[config.mk]
export PLATFORM = sky130hd
export DESIGN_NAME = csr_commit_seq
export DESIGN_NICKNAME = d
export VERILOG_FILES = /design/src/rtl/csr_commit_seq_pkg.sv /design/src/rtl/csr_commit_seq_redirect.sv /design/src/rtl/csr_commit_seq.sv
export SDC_FILE = /design/constraint.sdc
export NUM_CORES = 1
export LEC_CHECK = 0
export ABC_AREA = 1
export ABC_CLOCK_PERIOD_IN_PS = 2000
export BUFFER_PORTS_ARGS = -buffer_cell sky130_fd_sc_hd__buf_2
export CORE_AREA = 3 3 181 183
export DETAILED_ROUTE_END_ITERATION = 16
export DIE_AREA = 0 0 184 186
export SLEW_MARGIN = 20
export SYNTH_ARGS = -nofsm -noshare
export SYNTH_HDL_FRONTEND = slang
export SYNTH_HIERARCHICAL = 1
export SYNTH_SLANG_ARGS = --single-unit
[constraint.sdc]
create_clock -name clk -period 2 [get_ports clk]
set_input_delay 0.5 -clock clk [delete_from_list [all_inputs] [get_ports clk]]
set_output_delay 0.5 -clock clk [all_outputs]
set_load 0.02 [all_outputs]
[src/rtl/csr_commit_seq_pkg.sv]
// Shared definitions for the CSR commit sequencer: CSR numbers, ESTAT
// field positions, write masks and the sequencer state encoding.
package csr_commit_seq_pkg;

   localparam logic [13:0] CSR_CRMD  = 14'h0;
   localparam logic [13:0] CSR_PRMD  = 14'h1;
   localparam logic [13:0] CSR_ESTAT = 14'h5;
   localparam logic [13:0] CSR_ERA   = 14'h6;
   localparam logic [13:0] CSR_BADV  = 14'h7;

   localparam int ESTAT_ECODE_LSB = 16;
   localparam int ESTAT_ESUB_LSB  = 22;

   localparam logic [31:0] MASK_PLV_IE = 32'h0000_0007;
   localparam logic [31:0] MASK_ESTAT  = 32'h7FFF_0000;
   localparam logic [31:0] MASK_FULL   = 32'hFFFF_FFFF;

   typedef enum logic [2:0] {
      ST_IDLE    = 3'd0,
      ST_E_PRMD  = 3'd1,
      ST_E_CRMD  = 3'd2,
      ST_E_ERA   = 3'd3,
      ST_E_ESTAT = 3'd4,
      ST_E_BADV  = 3'd5,
      ST_R_CRMD  = 3'd6,
      ST_REDIR   = 3'd7
   } seq_state_e;

   // ESTAT write value: Ecode and EsubCode placed in their fields, rest zero.
   function automatic logic [31:0] estat_value(input logic [8:0] esub, input logic [5:0] ecode);
      logic [31:0] v;
      v = '0;
      v[ESTAT_ESUB_LSB +: 9]  = esub;
      v[ESTAT_ECODE_LSB +: 6] = ecode;
      return v;
   endfunction

endpackage

[src/rtl/csr_commit_seq_redirect.sv]
// One-entry valid/ready output register for the fetch redirect. The target
// is captured when the sequence starts and held stable while valid is up.
module csr_commit_seq_redirect (
   input  logic        clk,
   input  logic        resetn,
   input  logic        load,
   input  logic [31:0] load_pc,
   input  logic        arm,
   input  logic        ready,
   output logic        valid,
   output logic [31:0] pc
);

   // valid rises when the sequencer enters REDIR and drops on handshake
   always_ff @(posedge clk or negedge resetn) begin
      if (!resetn) begin
         valid <= 1'b0;
      end else if (arm) begin
         valid <= 1'b1;
      end else if (valid && ready) begin
         valid <= 1'b0;
      end
   end

   // target is latched only on an accepted trigger
   always_ff @(posedge clk or negedge resetn) begin
      if (!resetn) begin
         pc <= '0;
      end else if (load) begin
         pc <= load_pc;
      end
   end

endmodule

[src/rtl/csr_commit_seq.sv]
// CSR commit sequencer: owns the CSR write port, passes CSR-instruction
// writes through in IDLE and runs the exception / ERTN write sequence
// followed by a fetch redirect.
// Optional build macro CSR_SEQ_PERF_EN enables the exc_cnt / ertn_cnt
// event counters; without it both outputs are tied to zero.
//
// state    | meaning
// IDLE     | pass CSR-instruction writes through, watch for triggers
// E_PRMD   | exception: save CRMD.PLV/IE into PRMD
// E_CRMD   | exception: clear CRMD.PLV/IE
// E_ERA    | exception: write faulting pc into ERA
// E_ESTAT  | exception: write Ecode/EsubCode into ESTAT
// E_BADV   | exception: write bad virtual address (only when flagged)
// R_CRMD   | ERTN: restore CRMD.PLV/IE from PRMD
// REDIR    | present redirect to fetch until accepted
module csr_commit_seq
   import csr_commit_seq_pkg::*;
#(
   parameter int CNT_W     = 32,
   parameter int CSR_NUM_W = 14
) (
   input  logic                 clk,
   input  logic                 resetn,
   input  logic                 wb_excp,
   input  logic                 wb_ertn,
   input  logic [31:0]          wb_pc,
   input  logic [5:0]           wb_ecode,
   input  logic [8:0]           wb_esubcode,
   input  logic                 wb_badv_we,
   input  logic [31:0]          wb_badv,
   input  logic                 inst_csr_we,
   input  logic [CSR_NUM_W-1:0] inst_csr_num,
   input  logic [31:0]          inst_csr_wval,
   input  logic [31:0]          inst_csr_wmask,
   input  logic [31:0]          crmd_q,
   input  logic [31:0]          prmd_q,
   input  logic [31:0]          era_q,
   input  logic [31:0]          eentry_q,
   output logic                 csr_we,
   output logic [CSR_NUM_W-1:0] csr_num,
   output logic [31:0]          csr_wvalue,
   output logic [31:0]          csr_wmask,
   output logic                 redirect_valid,
   output logic [31:0]          redirect_pc,
   input  logic                 redirect_ready,
   output logic                 pipe_flush,
   output logic                 seq_busy,
   output logic [CNT_W-1:0]     exc_cnt,
   output logic [CNT_W-1:0]     ertn_cnt
);

   seq_state_e  state_q, state_nxt;
   logic [31:0] pc_q, badv_q;
   logic [5:0]  ecode_q;
   logic [8:0]  esub_q;
   logic        badv_we_q;
   logic        take_excp, take_ertn, arm_redir;
   logic        unused_ok;

   // only the PLV/IE bits of CRMD and PRMD take part in the sequence
   assign unused_ok = ^{crmd_q[31:3], prmd_q[31:3]};

   // state register
   always_ff @(posedge clk or negedge resetn) begin
      if (!resetn) state_q <= ST_IDLE;
      else         state_q <= state_nxt;
   end

   // trigger context captured on the accepting cycle
   always_ff @(posedge clk or negedge resetn) begin
      if (!resetn) begin
         pc_q      <= '0;
         badv_q    <= '0;
         ecode_q   <= '0;
         esub_q    <= '0;
         badv_we_q <= 1'b0;
      end else if (take_excp || take_ertn) begin
         pc_q      <= wb_pc;
         badv_q    <= wb_badv;
         ecode_q   <= wb_ecode;
         esub_q    <= wb_esubcode;
         badv_we_q <= wb_badv_we;
      end
   end

   // next state, CSR write port mux, flush/busy
   always_comb begin
      state_nxt  = state_q;
      csr_we     = 1'b0;
      csr_num    = '0;
      csr_wvalue = '0;
      csr_wmask  = '0;
      pipe_flush = 1'b1;
      seq_busy   = 1'b1;
      take_excp  = 1'b0;
      take_ertn  = 1'b0;
      case (state_q)
         ST_IDLE: begin
            pipe_flush = 1'b0;
            seq_busy   = 1'b0;
            csr_we     = inst_csr_we;
            csr_num    = inst_csr_num;
            csr_wvalue = inst_csr_wval;
            csr_wmask  = inst_csr_wmask;
            // exception has priority over a simultaneous ERTN
            if (wb_excp) begin
               take_excp  = 1'b1;
               csr_we     = 1'b0;
               pipe_flush = 1'b1;
               state_nxt  = ST_E_PRMD;
            end else if (wb_ertn) begin
               take_ertn  = 1'b1;
               csr_we     = 1'b0;
               pipe_flush = 1'b1;
               state_nxt  = ST_R_CRMD;
            end
         end
         ST_E_PRMD: begin
            csr_we     = 1'b1;
            csr_num    = CSR_NUM_W'(CSR_PRMD);
            csr_wvalue = {29'b0, crmd_q[2:0]};
            csr_wmask  = MASK_PLV_IE;
            state_nxt  = ST_E_CRMD;
         end
         ST_E_CRMD: begin
            csr_we     = 1'b1;
            csr_num    = CSR_NUM_W'(CSR_CRMD);
            csr_wmask  = MASK_PLV_IE;
            state_nxt  = ST_E_ERA;
         end
         ST_E_ERA: begin
            csr_we     = 1'b1;
            csr_num    = CSR_NUM_W'(CSR_ERA);
            csr_wvalue = pc_q;
            csr_wmask  = MASK_FULL;
            state_nxt  = ST_E_ESTAT;
         end
         ST_E_ESTAT: begin
            csr_we     = 1'b1;
            csr_num    = CSR_NUM_W'(CSR_ESTAT);
            csr_wvalue = estat_value(esub_q, ecode_q);
            csr_wmask  = MASK_ESTAT;
            state_nxt  = badv_we_q ? ST_E_BADV : ST_REDIR;
         end
         ST_E_BADV: begin
            csr_we     = 1'b1;
            csr_num    = CSR_NUM_W'(CSR_BADV);
            csr_wvalue = badv_q;
            csr_wmask  = MASK_FULL;
            state_nxt  = ST_REDIR;
         end
         ST_R_CRMD: begin
            csr_we     = 1'b1;
            csr_num    = CSR_NUM_W'(CSR_CRMD);
            csr_wvalue = {29'b0, prmd_q[2:0]};
            csr_wmask  = MASK_PLV_IE;
            state_nxt  = ST_REDIR;
         end
         ST_REDIR: begin
            if (redirect_valid && redirect_ready) state_nxt = ST_IDLE;
         end
         default: state_nxt = ST_IDLE;
      endcase
   end

   // redirect valid is raised on the same edge the FSM enters REDIR
   assign arm_redir = (state_q != ST_REDIR) && (state_nxt == ST_REDIR);

   csr_commit_seq_redirect u_redirect (
      .clk     (clk),
      .resetn  (resetn),
      .load    (take_excp || take_ertn),
      .load_pc (take_excp ? eentry_q : era_q),
      .arm     (arm_redir),
      .ready   (redirect_ready),
      .valid   (redirect_valid),
      .pc      (redirect_pc)
   );

`ifdef CSR_SEQ_PERF_EN
   // event counters, wrapping naturally at 2^CNT_W
   always_ff @(posedge clk or negedge resetn) begin
      if (!resetn) begin
         exc_cnt  <= '0;
         ertn_cnt <= '0;
      end else begin
         if (take_excp) exc_cnt  <= exc_cnt + 1'b1;
         if (take_ertn) ertn_cnt <= ertn_cnt + 1'b1;
      end
   end
`else
   assign exc_cnt  = '0;
   assign ertn_cnt = '0;
`endif

endmodule

==> After elaboration in Yosys (flattened, before gate mapping) <==
Index checks and enable logic that the tools add are counted.
{ "op_classes": {"multipliers": 0, "n_addsub": 0, "shift": 0, "reduce_logical": 9, "n_eq_ne": 9, "mux": 22, "order_cmp": 0, "bitwise": 0, "div": 0} }
{ "op_table": {"columns": ["operator", "count"], "rows": [
  ["case mux 32 bit (6 select lines)", 1],
  ["case mux 32 bit (4 select lines)", 1],
  ["case mux 14 bit (5 select lines)", 1],
  ["2-to-1 mux 32 bit", 1],
  ["case mux 3 bit (7 select lines)", 1],
  ["== test 3 bit (second input constant)", 5],
  ["2-to-1 mux 1 bit", 12],
  ["2-to-1 mux 3 bit", 3],
  ["== test 3 x 2 -> 1 bit (second input constant)", 2],
  ["OR reduction 6 bit", 1],
  ["OR reduction 2 bit", 2],
  ["== test 3 x 1 -> 1 bit (second input constant)", 1],
  ["logical NOT 3 bit", 1],
  ["inequality test 3 bit (second input constant)", 1],
  ["OR reduction 3 bit", 1],
  ["logical AND 1 bit", 2],
  ["2-to-1 mux 2 bit", 1],
  ["case mux 1 bit (2 select lines)", 1],
  ["nonzero test 2 bit", 1],
  ["logical OR 1 bit", 1]
]} }
{ "word_totals": {"n_memories": 0, "ram_bits": 0, "rom_bits": 0, "elab_cells": 48, "reg_bits": 116, "latch_bits": 0, "inputBits": 292, "out_inout_bits": 178} }

==> Depth between registers and ports, before layout <==
Gate-level depths: netlist of the first run.
{ "logic_depth": {"depth_word": 6, "depth_mapped": 12, "depth_no_buf": 8} }

==> By module <==
Netlist of the first run, hierarchy kept.
{ "by_module_without_submodules": {"columns": ["module", "area_each_um2", "seq_area_each_um2", "cells_per_inst", "instances"], "rows": [
  ["csr_commit_seq", 5490.3, 2077.0, 839, 1],
  ["csr_commit_seq_redirect", 1332.5, 825.8, 141, 1]
]} }

==> Least setup slack after synthesis of the first run <==
Ideal clock, no wire load.
{ "synth_path": {"path_kind": "reg-to-output", "start": "register state_q[1]", "end": "output csr_num[10]", "t_arrival_ns": 1.413, "setup_slack_ns": 0.087, "path_buffers": 3, "path_stages_with_launch": 9, "required_ns": 1.500, "path_cell_list": "dfrtp_1 buf_4 inv_4 nand2_2 nor2_4 buf_6 inv_1 buf_2 nor2_1"} }
{ "synth_between": {"elab_chain_len": 2, "word_cells_on_any_way": 6, "cone_classes": "eq/ne (4); mux (1); reduce/logical (1)"} }
{ "synth_lines": {"columns": ["element", "line_no", "source"], "rows": [
  ["from (decl)", "csr_commit_seq.sv:52", "seq_state_e state_q, state_nxt;"],
  ["from (signal assigned)", "csr_commit_seq.sv:66", "else state_q <= state_nxt;"],
  ["== test 3 bit, or another cell as far along", "csr_commit_seq.sv:97", "case (state_q)"],
  ["case mux 14 bit (5 select lines) *", "csr_commit_seq.sv:97", null],
  ["to (decl)", "csr_commit_seq.sv:40", "output logic [CSR_NUM_W-1:0] csr_num,"]
]} }
Mark *: on every way between the ends. The rest lies on a longest branch, timed or not.

==> Worst setup path in the final report of the first run <==
{ "layout_path": {"start": "register state_q[2]", "end": "output csr_wmask[21]"} }
{ "layout_between": {"elab_chain_len": 3, "word_cells_on_any_way": 10, "cone_classes": "eq/ne (6); mux (1); reduce/logical (3)"} }
{ "layout_lines": {"columns": ["element", "line_no", "source"], "rows": [
  ["== test 3 bit, or another cell as far along", "csr_commit_seq.sv:97", null],
  ["OR reduction 3 bit (no line) / OR reduction 2 bit (equally long branches)", null, null],
  ["case mux 32 bit (4 select lines) *", "csr_commit_seq.sv:97", null],
  ["to (decl)", "csr_commit_seq.sv:42", "output logic [31:0] csr_wmask,"]
]} }
Marked as above.

==> results of run 1 <==
## report_power, final
| part | switching [µW] | internal (µW) |
|---|---|---|
| logic | 6260 | 4840 |
| clock network | 1160 | 2120 |
| registers | 614 | 3410 |
| total | 8040 | 10400 |
## how the worst max path moves through the flow
stage | start | endpoint | slack, ns
3_5_place_dp | state_q[0] | csr_wmask[12] | -0.05
6_report | state_q[2] | csr_wmask[21] | -0.36
3_3_place_gp | state_q[0] | csr_wmask[31] | -0.009
4_1_cts | state_q[1] | csr_wvalue[28] | -0.32
2_1_floorplan | state_q[1] | csr_num[10] | 0.09
5_1_grt | state_q[2] | csr_wmask[21] | -0.42
## Yosys cell counts, drive strengths merged
cell / n
nand2: 597
dfrtp: 116
buf: 111
nand3: 54
inv: 38
nor2: 28
nand4: 19
a21oi: 7
clkbuf: 7
conb: 1
nand3b: 1
o21ai: 1
## flip-flops by register name (all words and copies together), names as in the netlist
name and flops:
pc_q 32, badv_we_q 1, u_redirect/pc 32, ecode_q 6
badv_q 32, u_redirect/valid 1, state_q 3, esub_q 9
## per-stage QoR
step	area, µm²	TNS [ns]	hold slack [ns]
global route	10900	-28.54	0.267
finish	10900	-22.60	0.275
detailed placement	8790	-0.504	0.373
global placement	8790	-0.00877	0.373
CTS	10500	-22.43	0.253
floorplan	7060	0	0.204
## layout make-up
class,count,area share
inverter,38,0.0155
multi-input combinational,771,0.322
antenna,1,0.000230
sequential,116,0.266
tap,402,0.0461
clock buffer,20,0.0410
timing repair buffer,418,0.293
clock inverter,11,0.0162
## critical path: stages, from the launching register on
cell	delay (ns)
dfrtp_2	0.44
buf_4	0.16
nand3_4	0.12
nand2_2	0.09
buf_4	0.14
nor2_4	0.10
buf_12	0.16
nand2_1	0.10
buf_6	0.14
## cell families after synthesis
family                 share of synthesized area
DFF                                        0.425
and+or+nand+nor                            0.412
other                                   0.000550
AOI/OAI and AO/OA                        0.00752
buffers and inverters                      0.155
## repair_timing
item / in CTS / in global routing
resized for setup: 198 / 93
gates cloned: 10 / 4
setup buffers: 22 / 8
hold endpoints to repair: 12 / 0
pin swaps: 14 / 19
hold buffers: 1 / 0
endpoints found under the setup margin: 81 / 113
## per-layer routing
| metal | track usage | vias to the layer above | wire length [µm] |
|---|---|---|---|
| met5 | 0 | - | 55 |
| met4 | 0.0384 | 8 | 342 |
| met3 | 0.0479 | 37 | 2350 |
| met2 | 0.264 | 336 | 13900 |
| met1 | 0.175 | 3406 | 10800 |
| li1 | - | 3616 | - |
==> metrics, run 1 <==
number of fill cells ~3300; Reg2Reg Setup Slack 0.09 ns; Multi-input gate area between 3000 and 4000 µm²; Tcrit/Tclk final 1.18; Worst EP required roughly 1.5 ns; RSZ-0062 raised after global routing true; Hold Fails Final Rpt 0; fmax between 400 and 500 MHz; crit path max fanout 16; Mapped Cells between 900 and 1000; failing checks setup timing; drt first pass iters 4; Total GRT Usage 0.149; Area contributors post-synth dfrtp_1 (43%), nand2_1 (32%), buf_4 (9.0%); Synth cell types 26; vias in the first global route ~7100; CTS Root Cell clkbuf_16; area leader, netlist dfrtp_1; die width roughly 180 µm; hpwl dp 17600 µm; fin. max-slew vios 0; maximum VDD drop ~740 µV; fin cells approximately 1800; Final Skew around 0.0083 ns; depth of the CTS H-tree 4; port bufs approximately 350; DRT iter0 DRCs approximately 270; Final min period 2.36 ns; hold_sp wb_pc[25]; Post-DRT Antenna Nets 0; crit end category output port; final RePlAce weighted congestion just over 0.8; Critical Path Source Type flop; die area between 30000 and 40000 µm²; Pleak around 0.0063 µW; worst hold stages 3; syn_area_per_cell between 6 and 7 µm²; via count 7403; Hold/Removal Path Class primary input to flop; status finished, violations left; Synth-to-Final Area Change 59.8%; Worst Hold Path EP pc_q[25]; cts bufs inserted 17; Die H 186 µm; Core ar. ~31000 µm²; # DRC 0; Worst-path clk slew roughly 0.06 ns; pin count of the biggest net entering global routing 67; Clock Latency Late Sink 0.41 ns; initial antenna violation count 8; most frequent cells in the layout nand2_1 (521), buf_2 (268), dfrtp_1 (115); Remaining Overflow, GRT 0; clock tree buffer depth 2; CTS Sinks around 120; most common cell after layout, fill and taps aside nand2_1; Synth Warn # 6; Reg area between 2000 and 3000 µm²; num ports 470; layout cell share with drive strength beyond 1 0.410; Inst Count DP between 1500 and 2000; setup violators final 80; Final #Nets ~1700; sequential fraction of the synthesis area 0.425; worst reg2reg path depth 10; Power Total between 15000 and 20000 µW; synthesized flop and latch total roughly 120; max-cap viol count 0; CTS tree done; critical path type flop to output port; fin util 0.347; pre-CTS setup slack -0.0549 ns; initial core utilization 0.217; Vias per Instance about 4.2; Routed WL 27400 µm; Mapped Area 6820 µm²; launching point of the worst reg2reg path state_q[2]; Critical Path AT 1.86 ns; Avg WL per Cell 15.4 µm; share of Yosys cell area claimed by the top area cell type 0.425; reg2reg end u_redirect/pc[24]; final setup margin -0.360 ns; Rows 65; PwrDens around 1700 nW/µm²; global-route wire length before repair 39300 µm
Note: power is estimated with default switching activity, not from simulation.
==> run 2: changes to the inputs <==
--- a/config.mk
+++ b/config.mk
@@ -6,11 +6,12 @@
 export NUM_CORES = 1
 export LEC_CHECK = 0
 export ABC_AREA = 1
-export ABC_CLOCK_PERIOD_IN_PS = 2000
+export ABC_CLOCK_PERIOD_IN_PS = 2850
 export BUFFER_PORTS_ARGS = -buffer_cell sky130_fd_sc_hd__buf_2
 export CORE_AREA = 3 3 181 183
 export DETAILED_ROUTE_END_ITERATION = 16
 export DIE_AREA = 0 0 184 186
+export REMOVE_ABC_BUFFERS = 1
 export SLEW_MARGIN = 20
 export SYNTH_ARGS = -nofsm -noshare
 export SYNTH_HDL_FRONTEND = slang
==> constraint.sdc (replaced) <==
create_clock -name clk -period 2.85 [get_ports clk]
set_input_delay 0.7125 -clock clk [delete_from_list [all_inputs] [get_ports clk]]
set_output_delay 0.7125 -clock clk [all_outputs]
set_load 0.02 [all_outputs]
==> run 2 against run 1 <==
Compared with the run above: the run now ends clean; sequential share of layout area grew 4.8 points; highest routed layer unchanged; final area decreased by 15%; routed wire length fell by 15%; sequential power is 30% lower; cell count is 2.9% lower; combinational power down 52%; critical path depth shrank 1; total power fell by 44%; global-route usage fell by 1.8 points; non-clock buffer count shrank 53; clock-buffer cell count is 2 lower.
==> metrics, run 2 (same netlist as run 1, synthesis figures left out) <==
CTS Sinks 116 (unchanged); Hold/Removal Path Class primary input to async pin; most frequent cells in the layout nand2_1 (584), buf_2 (346), dfrtp_1 (113); Rows 65 (unchanged); Avg WL per Cell 13.6 µm (-12%); Tcrit/Tclk final 0.940; Largest regs badv_q (32), pc_q (32), u_redirect/pc (32); Critical Path AT 1.97 ns (+0.11 ns); Remaining Overflow, GRT 0 (unchanged); setup violators final 0 (-100%); DRT iter0 DRCs 261 (-3.7%); Final Skew 0.00946 ns (+0.00119 ns); Die H 186 µm (unchanged); CTS tree done; most common cell after layout, fill and taps aside nand2_1; maximum VDD drop 469 µV (-37%); worst reg2reg path depth 9 (-1); vias in the first global route 6651 (-6.0%); final setup margin 0.170 ns (+0.530 ns); # hold bufs at CTS 0 (-1); max-cap viol count 0 (unchanged); Post-DRT Antenna Nets 0 (unchanged); Worst-path clk slew 0.06 ns (about the same); Final #Nets 1601 (-3.2%); number of fill cells 3444 (+4.3%); layout cell share with drive strength beyond 1 0.321 (-0.0898); Vias per Instance 4.05 (-2.7%); CTS Root Cell clkbuf_16; die area 34200 µm² (unchanged); fin. max-slew vios 0 (unchanged); via count 6993 (-5.5%); pre-CTS setup slack 0.381 ns (+0.436 ns); critical path type flop to output port; Routed WL 23400 µm (-15%); Worst EP required 2.14 ns (+0.64 ns); depth of the CTS H-tree 4 (unchanged); Final min period approximately 2.7 ns; RSZ-0062 raised after global routing false; cts bufs inserted 17 (unchanged); # DRC 0 (unchanged); Pleak 0.00553 µW (-12%); fmax roughly 370 MHz; die width 184 µm (unchanged); Placed Area 8590 µm² (-2.4%); port bufs 347 (unchanged); Synth-to-Final Area Change 35.3%; Core ar. 31400 µm² (unchanged); hpwl dp 17200 µm (-2.0%); Critical Path Source Type flop; clock tree buffer depth 2 (unchanged); initial core utilization 0.217 (unchanged); crit end category output port; final RePlAce weighted congestion 0.818 (-1.5%); crit path max fanout 13 (-3); status finished, final reports clean; initial antenna violation count 4 (-4); Hold Fails Final Rpt 0 (unchanged); setup_tns 0 ns (+22.60 ns); pin count of the biggest net entering global routing 81 (+21%); fin util 0.294 (-0.0531); drt first pass iters 4 (unchanged); Clock Latency Late Sink 0.41 ns (about the same); Design Area, Final 9230 µm² (-15%); Total GRT Usage 0.131 (-0.0182); global-route wire length before repair 35200 µm (-11%); num ports 470 (unchanged); PwrDens 1110 nW/µm² (-34%)
## run 2: changes by cell type in the layout (fill, tap and decap cells not counted), sizes merged
cell         delta
bufbuf          -1
clkinvlp        +2
buf            -48
bufinv          -2
clkinv          +3
clkbuf          -5
dlygate4sd3     -1
## run 2: final cells by class
| type | count | area, µm² | area share |
|---|---|---|---|
| Multi-Input combinational cell | 771 | 3100 | 0.336 |
| Sequential cell | 116 | 2910 | 0.315 |
| Timing Repair Buffer | 365 | 1980 | 0.214 |
| Tap cell | 402 | 503 | 0.0545 |
| Clock buffer | 18 | 429 | 0.0465 |
| Inverter | 38 | 159 | 0.0172 |
| Clock inverter | 14 | 156 | 0.0169 |
| Antenna cell | 1 | 2.50 | 0.000271 |
## run 2: power breakdown
part	leakage, µW	internal [µW]	switching (µW)
combinational	0.00380	1730	3560
sequential	0.00146	2400	437
clock	0.000278	1300	854
## run 2: what timing repair did
item / CTS / global route
setup endpoints to repair: 22 / 65
buffers inserted: 2 / 1
resized for setup: 3 / 7
pin swaps: 0 / 1
cloned: 0 / 0
## run 2: per-layer routing
metal  wire length [µm]  share of wire  track usage
met5                 41         0.0017            0
met4                188         0.0080       0.0278
met3               1530          0.065       0.0338
met2              11600           0.50        0.235
met1              10000           0.43        0.159
## run 2: worst max-delay path, cell delays in order, from the launching register on
cell and delay [ns]:
dfrtp_2 0.49, inv_2 0.13, nand3_2 0.17, inv_2 0.10, buf_4 0.21, nand2_1 0.10
nand4_1 0.16, buf_2 0.20
## run 2: through the flow
step                hold slack [ns]  instances  total power [µW]
floorplan                     0.417        925              6070
global placement              0.449       1689              8020
detailed placement            0.454       1689              8090
CTS                           0.149       1723             10400
global route                  0.143       1724             11200
finish                        0.169       1725             10300
## run 2: final timing paths
| kind | from | end | slack [ns] |
|---|---|---|---|
| worst max-delay path | state_q[2] | csr_wvalue[30] | 0.17 |
| worst min-delay path | resetn | u_redirect/pc[28] | 0.17 |
| worst max register to register | state_q[0] | pc_q[26] | 0.78 |
| worst min register to register | u_redirect/pc[20] | u_redirect/pc[20] | 0.47 |
| max in group asynchronous | resetn | pc_q[22] | 2.06 |
| min in group clk | u_redirect/pc[20] | u_redirect/pc[20] | 0.47 |
